### src/rtl/dft_dump_host.sv
// Host-side initiator for the DFT scan-dump protocol: requests an operation,
// captures strobed scan-out words into a small buffer, then acknowledges the commit.
module dft_dump_host #(
    parameter int DEPTH       = 4,
    parameter int ADDR_W      = 2,
    parameter int TIMEOUT_CYC = 1024
) (
    input  logic              clk,
    input  logic              reset,
    input  logic              start,
    output logic              busy,
    output logic              done,
    output logic              err_overflow,
    output logic              err_timeout,
    output logic [ADDR_W:0]   word_cnt,
    input  logic [ADDR_W-1:0] rd_addr,
    output logic [31:0]       rd_data,
    output logic              dft_val_op,
    input  logic              dft_op_ack,
    input  logic [31:0]       dft_out,
    input  logic              dft_out_strobe,
    input  logic              dft_op_commit,
    output logic              dft_commit_ack,
    output logic [2:0]        dbg_state
);

    // Handshakes: dft_val_op is held until dft_op_ack is sampled high; dft_commit_ack
    // is held from the cycle after dft_op_commit rises until it is sampled low.
    typedef enum logic [2:0] {
        S_IDLE    = 3'd0,
        S_REQ     = 3'd1,
        S_CAPTURE = 3'd2,
        S_ACK     = 3'd3,
        S_DONE    = 3'd4
    } state_t;

    localparam int TMO_W = (TIMEOUT_CYC > 1) ? $clog2(TIMEOUT_CYC) : 1;
    localparam logic [TMO_W-1:0]  TMO_LAST  = TMO_W'(TIMEOUT_CYC - 1);
    localparam logic [ADDR_W:0]   DEPTH_CNT = (ADDR_W + 1)'(DEPTH);

    state_t            state_q, state_d;
    logic [ADDR_W:0]   word_cnt_q, word_cnt_d;
    logic              err_overflow_q, err_overflow_d;
    logic              err_timeout_q, err_timeout_d;
    logic [TMO_W-1:0]  tmo_cnt_q, tmo_cnt_d;
    logic              busy_q, busy_d;
    logic              done_q, done_d;
    logic              val_op_q, val_op_d;
    logic              commit_ack_q, commit_ack_d;
    logic [31:0]       rd_data_q, rd_data_d;
    logic [31:0]       buf_q [DEPTH];
    logic              buf_we;
    logic              in_cap;
    logic              tmo_hit;

    always_comb begin
        state_d        = state_q;
        word_cnt_d     = word_cnt_q;
        err_overflow_d = err_overflow_q;
        err_timeout_d  = err_timeout_q;
        tmo_cnt_d      = tmo_cnt_q;
        buf_we         = 1'b0;
        in_cap         = (state_q == S_REQ) || (state_q == S_CAPTURE);
        tmo_hit        = (TIMEOUT_CYC != 0) && (tmo_cnt_q == TMO_LAST);

        if (in_cap) begin
            tmo_cnt_d = tmo_cnt_q + 1'b1;
            if (dft_out_strobe) begin
                if (word_cnt_q < DEPTH_CNT) begin
                    buf_we     = 1'b1;
                    word_cnt_d = word_cnt_q + 1'b1;
                end else begin
                    err_overflow_d = 1'b1;
                end
            end
        end

        case (state_q)
            S_IDLE: begin
                if (start) begin
                    state_d        = S_REQ;
                    word_cnt_d     = '0;
                    err_overflow_d = 1'b0;
                    err_timeout_d  = 1'b0;
                    tmo_cnt_d      = '0;
                end
            end
            S_REQ: begin
                if (dft_op_ack) begin
                    state_d = S_CAPTURE;
                end else if (tmo_hit) begin
                    state_d       = S_IDLE;
                    err_timeout_d = 1'b1;
                end
            end
            S_CAPTURE: begin
                if (dft_op_commit) begin
                    state_d = S_ACK;
                end else if (tmo_hit) begin
                    state_d       = S_IDLE;
                    err_timeout_d = 1'b1;
                end
            end
            S_ACK: begin
                if (!dft_op_commit) state_d = S_DONE;
            end
            S_DONE:  state_d = S_IDLE;
            default: state_d = S_IDLE;
        endcase

        // Outputs are decoded from the next state so they appear right after the edge.
        busy_d       = (state_d == S_REQ) || (state_d == S_CAPTURE) || (state_d == S_ACK);
        done_d       = (state_d == S_DONE);
        val_op_d     = (state_d == S_REQ);
        commit_ack_d = (state_d == S_ACK);
        rd_data_d    = buf_q[rd_addr];
    end

    always_ff @(posedge clk or negedge reset) begin
        if (!reset) begin
            state_q        <= S_IDLE;
            word_cnt_q     <= '0;
            err_overflow_q <= 1'b0;
            err_timeout_q  <= 1'b0;
            tmo_cnt_q      <= '0;
            busy_q         <= 1'b0;
            done_q         <= 1'b0;
            val_op_q       <= 1'b0;
            commit_ack_q   <= 1'b0;
            rd_data_q      <= '0;
        end else begin
            state_q        <= state_d;
            word_cnt_q     <= word_cnt_d;
            err_overflow_q <= err_overflow_d;
            err_timeout_q  <= err_timeout_d;
            tmo_cnt_q      <= tmo_cnt_d;
            busy_q         <= busy_d;
            done_q         <= done_d;
            val_op_q       <= val_op_d;
            commit_ack_q   <= commit_ack_d;
            rd_data_q      <= rd_data_d;
        end
    end

    // Buffer storage carries no reset so it can map onto plain RAM.
    always_ff @(posedge clk) begin
        if (buf_we) buf_q[word_cnt_q[ADDR_W-1:0]] <= dft_out;
    end

    assign busy           = busy_q;
    assign done           = done_q;
    assign err_overflow   = err_overflow_q;
    assign err_timeout    = err_timeout_q;
    assign word_cnt       = word_cnt_q;
    assign rd_data        = rd_data_q;
    assign dft_val_op     = val_op_q;
    assign dft_commit_ack = commit_ack_q;
    assign dbg_state      = state_q;

endmodule

### config.mk
export PLATFORM = sky130hd
export DESIGN_NAME = dft_dump_host
export DESIGN_NICKNAME = d
export VERILOG_FILES = /design/src/rtl/dft_dump_host.sv
export SDC_FILE = /design/constraint.sdc
export NUM_CORES = 1
export LEC_CHECK = 0
export CELL_PAD_IN_SITES_DETAIL_PLACEMENT = 0
export CELL_PAD_IN_SITES_GLOBAL_PLACEMENT = 2
export CORE_ASPECT_RATIO = 1.75
export CORE_MARGIN = 5
export CORE_UTILIZATION = 42
export CTS_CLUSTER_DIAMETER = 200
export CTS_CLUSTER_SIZE = 28
export DETAILED_ROUTE_END_ITERATION = 10
export GPL_TIMING_DRIVEN = 0
export HOLD_SLACK_MARGIN = 0.08
export PLACE_DENSITY_LB_ADDON = 0.05
export SLEW_MARGIN = 20
export SYNTH_ARGS = -nofsm -noshare
export SYNTH_HDL_FRONTEND = slang
export SYNTH_SLANG_ARGS = --single-unit
### constraint.sdc
create_clock -name clk -period 4.08 [get_ports clk]
set_clock_uncertainty 0.2 [all_clocks]
set_input_delay 1.02 -clock clk [delete_from_list [all_inputs] [get_ports clk]]
set_output_delay 1.02 -clock clk [all_outputs]
set_load 0.03 [all_outputs]
==> flow_summary.json <==
{
  "slew_violations": 0,
  "drt-initial-drc-count": 148,
  "dp_hpwl_um": 7970,
  "routed_wl_um": 12100,
  "drive_gt1_share_pct": 18.9,
  "yosys_warnings": 0,
  "finalCritPeriodShare_pct": 70.0,
  "path_clk_slew_ns": 0.07,
  "port-buffer-count": 82,
  "avgSynthCellArea_sq_um": 21.0,
  "antenna_found_initial": 0,
  "finalSetupTns_ns": 0,
  "gr-total-overflow": 0,
  "layout.nets": 461,
  "critPathTopFamily": "buffers and inverters",
  "finalHoldViolCount": 0,
  "crit_buf_inv": 1,
  "wl_per_cell_um": 19.6,
  "ctsHoldBuffers": 0,
  "synth_fp_nets": 355,
  "synth_cell_types": 34,
  "grt_first_pass_wirelength_um": 19500,
  "syn_area_sq_um": 6530,
  "dr_total_vias": 3145,
  "vias_per_cell": 5.11,
  "rsz0062_at_grt": "false",
  "slowest_stage": "clkdlybuf4s50_1",
  "start_kind": "register",
  "finalWeightedCongestion": 0.746,
  "first_pass_iters": 4,
  "rows": 60,
  "yosysSeqAreaShare_pct": 79.6,
  "pre_cts_slack_ns": 0.955,
  "io_pins": 84,
  "p_leak_nw": 2.92,
  "grt_max_degree": 48,
  "syn_to_final_growth_pct": 27.1,
  "ant_nets": 0,
  "end_kind": "primary output",
  "fp.dieH_um": 175,
  "vdd_drop_max_mv": 0.294,
  "fp.coreArea_sq_um": 15300,
  "worstMarginPinSlew_ns": 0.910,
  "antennaDiodeCount": 0,
  "clockBufferDepth": 2,
  "required_ns": 2.86,
  "cpPeakStageDelay_ns": 0.73,
  "hold_class": "in2async",
  "clock.fmax_mhz": 350,
  "cts_setup_buffers": 0,
  "setup_viol": 0,
  "cts_resized": 0,
  "drc": 0,
  "cp_max_fo": 7,
  "p_per_area_nw_per_um2": 616,
  "mostFrequentLayoutCell": "edfxtp_1",
  "path_class": "reg2out",
  "arrival_ns": 1.64,
  "die_area_sq_um": 18200,
  "layout_common_cells": "edfxtp_1 (128), clkdlybuf4s50_1 (81), dfrtp_1 (54)",
  "root_buffer": "clkbuf_16",
  "nFillCells": 1275,
  "syn_inst": 310,
  "fin_crit_ns": 2.86,
  "dp.cells": 583,
  "grt_pass1_vias": 3536,
  "max_cap_violations": 0,
  "track_usage_pct": 14.1,
  "final_cells": 615,
  "slew-limit-headroom_pct": 38.9,
  "setup_ws_ns": 1.22,
  "cts_buffers": 17,
  "status": "complete, no violations",
  "cts.sinks": 182,
  "clock_latency_ns": 0.42,
  "die_x_um": 104,
  "crit_chain": "clkdlybuf4s50_1",
  "cts_tree": "built",
  "ys_ff_latch": 182,
  "htree_levels": 4,
  "start_util_pct": 42.6
}
layer usage:
| layer | up-vias | share of wire, % | global-route usage (%) |
|---|---|---|---|
| met2 | 64 | 57 | 25.5 |
| met5 | - | 0 | 0 |
| li1 | 1428 | - | - |
| met3 | 11 | 3.6 | 3.55 |
| met1 | 1642 | 38 | 16.1 |
| met4 | 0 | 1.3 | 4.86 |
sequential cells by signal, indices dropped and copies added, names as in the netlist:
signal / count
busy: 1
dft_commit_ack: 1
word_cnt: 3
err_timeout: 1
dbg_state: 3
err_overflow: 1
tmo_cnt_q: 10
rd_data: 32
dft_val_op: 1
done: 1
buf_q: 128
worst paths after layout:
path / depth (start not counted) / slack, ns / startpoint / to
max: 1 / 1.22 / dbg_state[2]$_DFF_PN0_ / dbg_state[2]
min: 1 / 0.22 / reset / done$_DFF_PN0_
max reg2reg: 6 / 1.38 / dbg_state[0]$_DFF_PN0_ / buf_q[3][17]$_DFFE_PP_
min reg2reg: 2 / 0.29 / err_timeout$_DFFE_PN0P_ / err_timeout$_DFFE_PN0P_
max in group asynchronous: 2 / 2.98 / reset / rd_data[13]$_DFF_PN0_
min in group clk: 2 / 0.29 / err_timeout$_DFFE_PN0P_ / err_timeout$_DFFE_PN0P_
per-stage QoR:
step,power (mW),instance area [sq um],hold slack [ns],util [%]
finish,5.10,8290,0.217,54.1
global route,5.35,8290,0.201,54.1
CTS,5.18,8290,0.200,54.1
detailed placement,3.57,7710,0.275,50.3
global placement,3.51,7580,0.266,49.5
floorplan,3.07,6530,0.245,-
cells in the mapped netlist, drive strengths merged:
cell	n	share of area [%]
edfxtp	128	59
mux2i	3	0.46
o21ai	2	0.15
mux4	32	11
ha	5	0.96
xnor2	7	0.94
a22o	1	0.13
o21a	2	0.23
a221oi	1	0.13
nand2b	5	0.48
nor4	2	0.19
nor2	13	0.75
o31ai	2	0.23
mux2	1	0.17
nor4bb	2	0.31
a21oi	5	0.38
buf	6	0.46
a31oi	2	0.19
nand2	11	0.63
and2	3	0.29
or3b	1	0.13
nand3b	2	0.23
dfrtp	54	21
clkbuf	4	0.23
and3b	1	0.13
inv	3	0.17
nand3	3	0.23
or3	3	0.29
nand4	1	0.096
nor4b	2	0.50
nor3	3	0.23
worst reg2reg max path, delay by kind of cell, from the launching register on:
kind	cells	cell delay, ns
XOR/XNOR	1	0.32
AND/OR/NAND/NOR	3	1.03
flip-flops	1	0.40
buffers and inverters	2	0.43
cell type report:
cell class | count | area [sq um] | share of cell area, %
Clock inverter | 14 | 154 | 1.86
Multi-Input combinational cell | 115 | 1290 | 15.6
Timing Repair Buffer | 87 | 933 | 11.3
Buffer | 10 | 45.0 | 0.543
Clock buffer | 18 | 429 | 5.18
Tap cell | 186 | 233 | 2.81
Sequential cell | 182 | 5190 | 62.7
Inverter | 3 | 11.3 | 0.136
power breakdown:
group	internal (mW)	switching, mW	leakage [nW]
Combinational	0.445	0.622	0.806
Clock	0.874	0.728	0.287
Sequential	2.32	0.115	1.82
kinds of logic (layout without fill, tap and decap cells):
kind of cell               count (synthesis)  count (layout)  synth area share (%)
adders and majority gates                  5               5                 0.959
xor gates and xnor gates                   7               7                 0.940
AOI/OAI and AO/OA                         15              15                  1.46
and+or+nand+nor                           52              52                  4.49
buffers and inverters                     13             132                 0.863
DFF                                      182             182                  79.6
muxes                                     36              36                  11.7
Note: power is estimated with default switching activity, not from simulation.
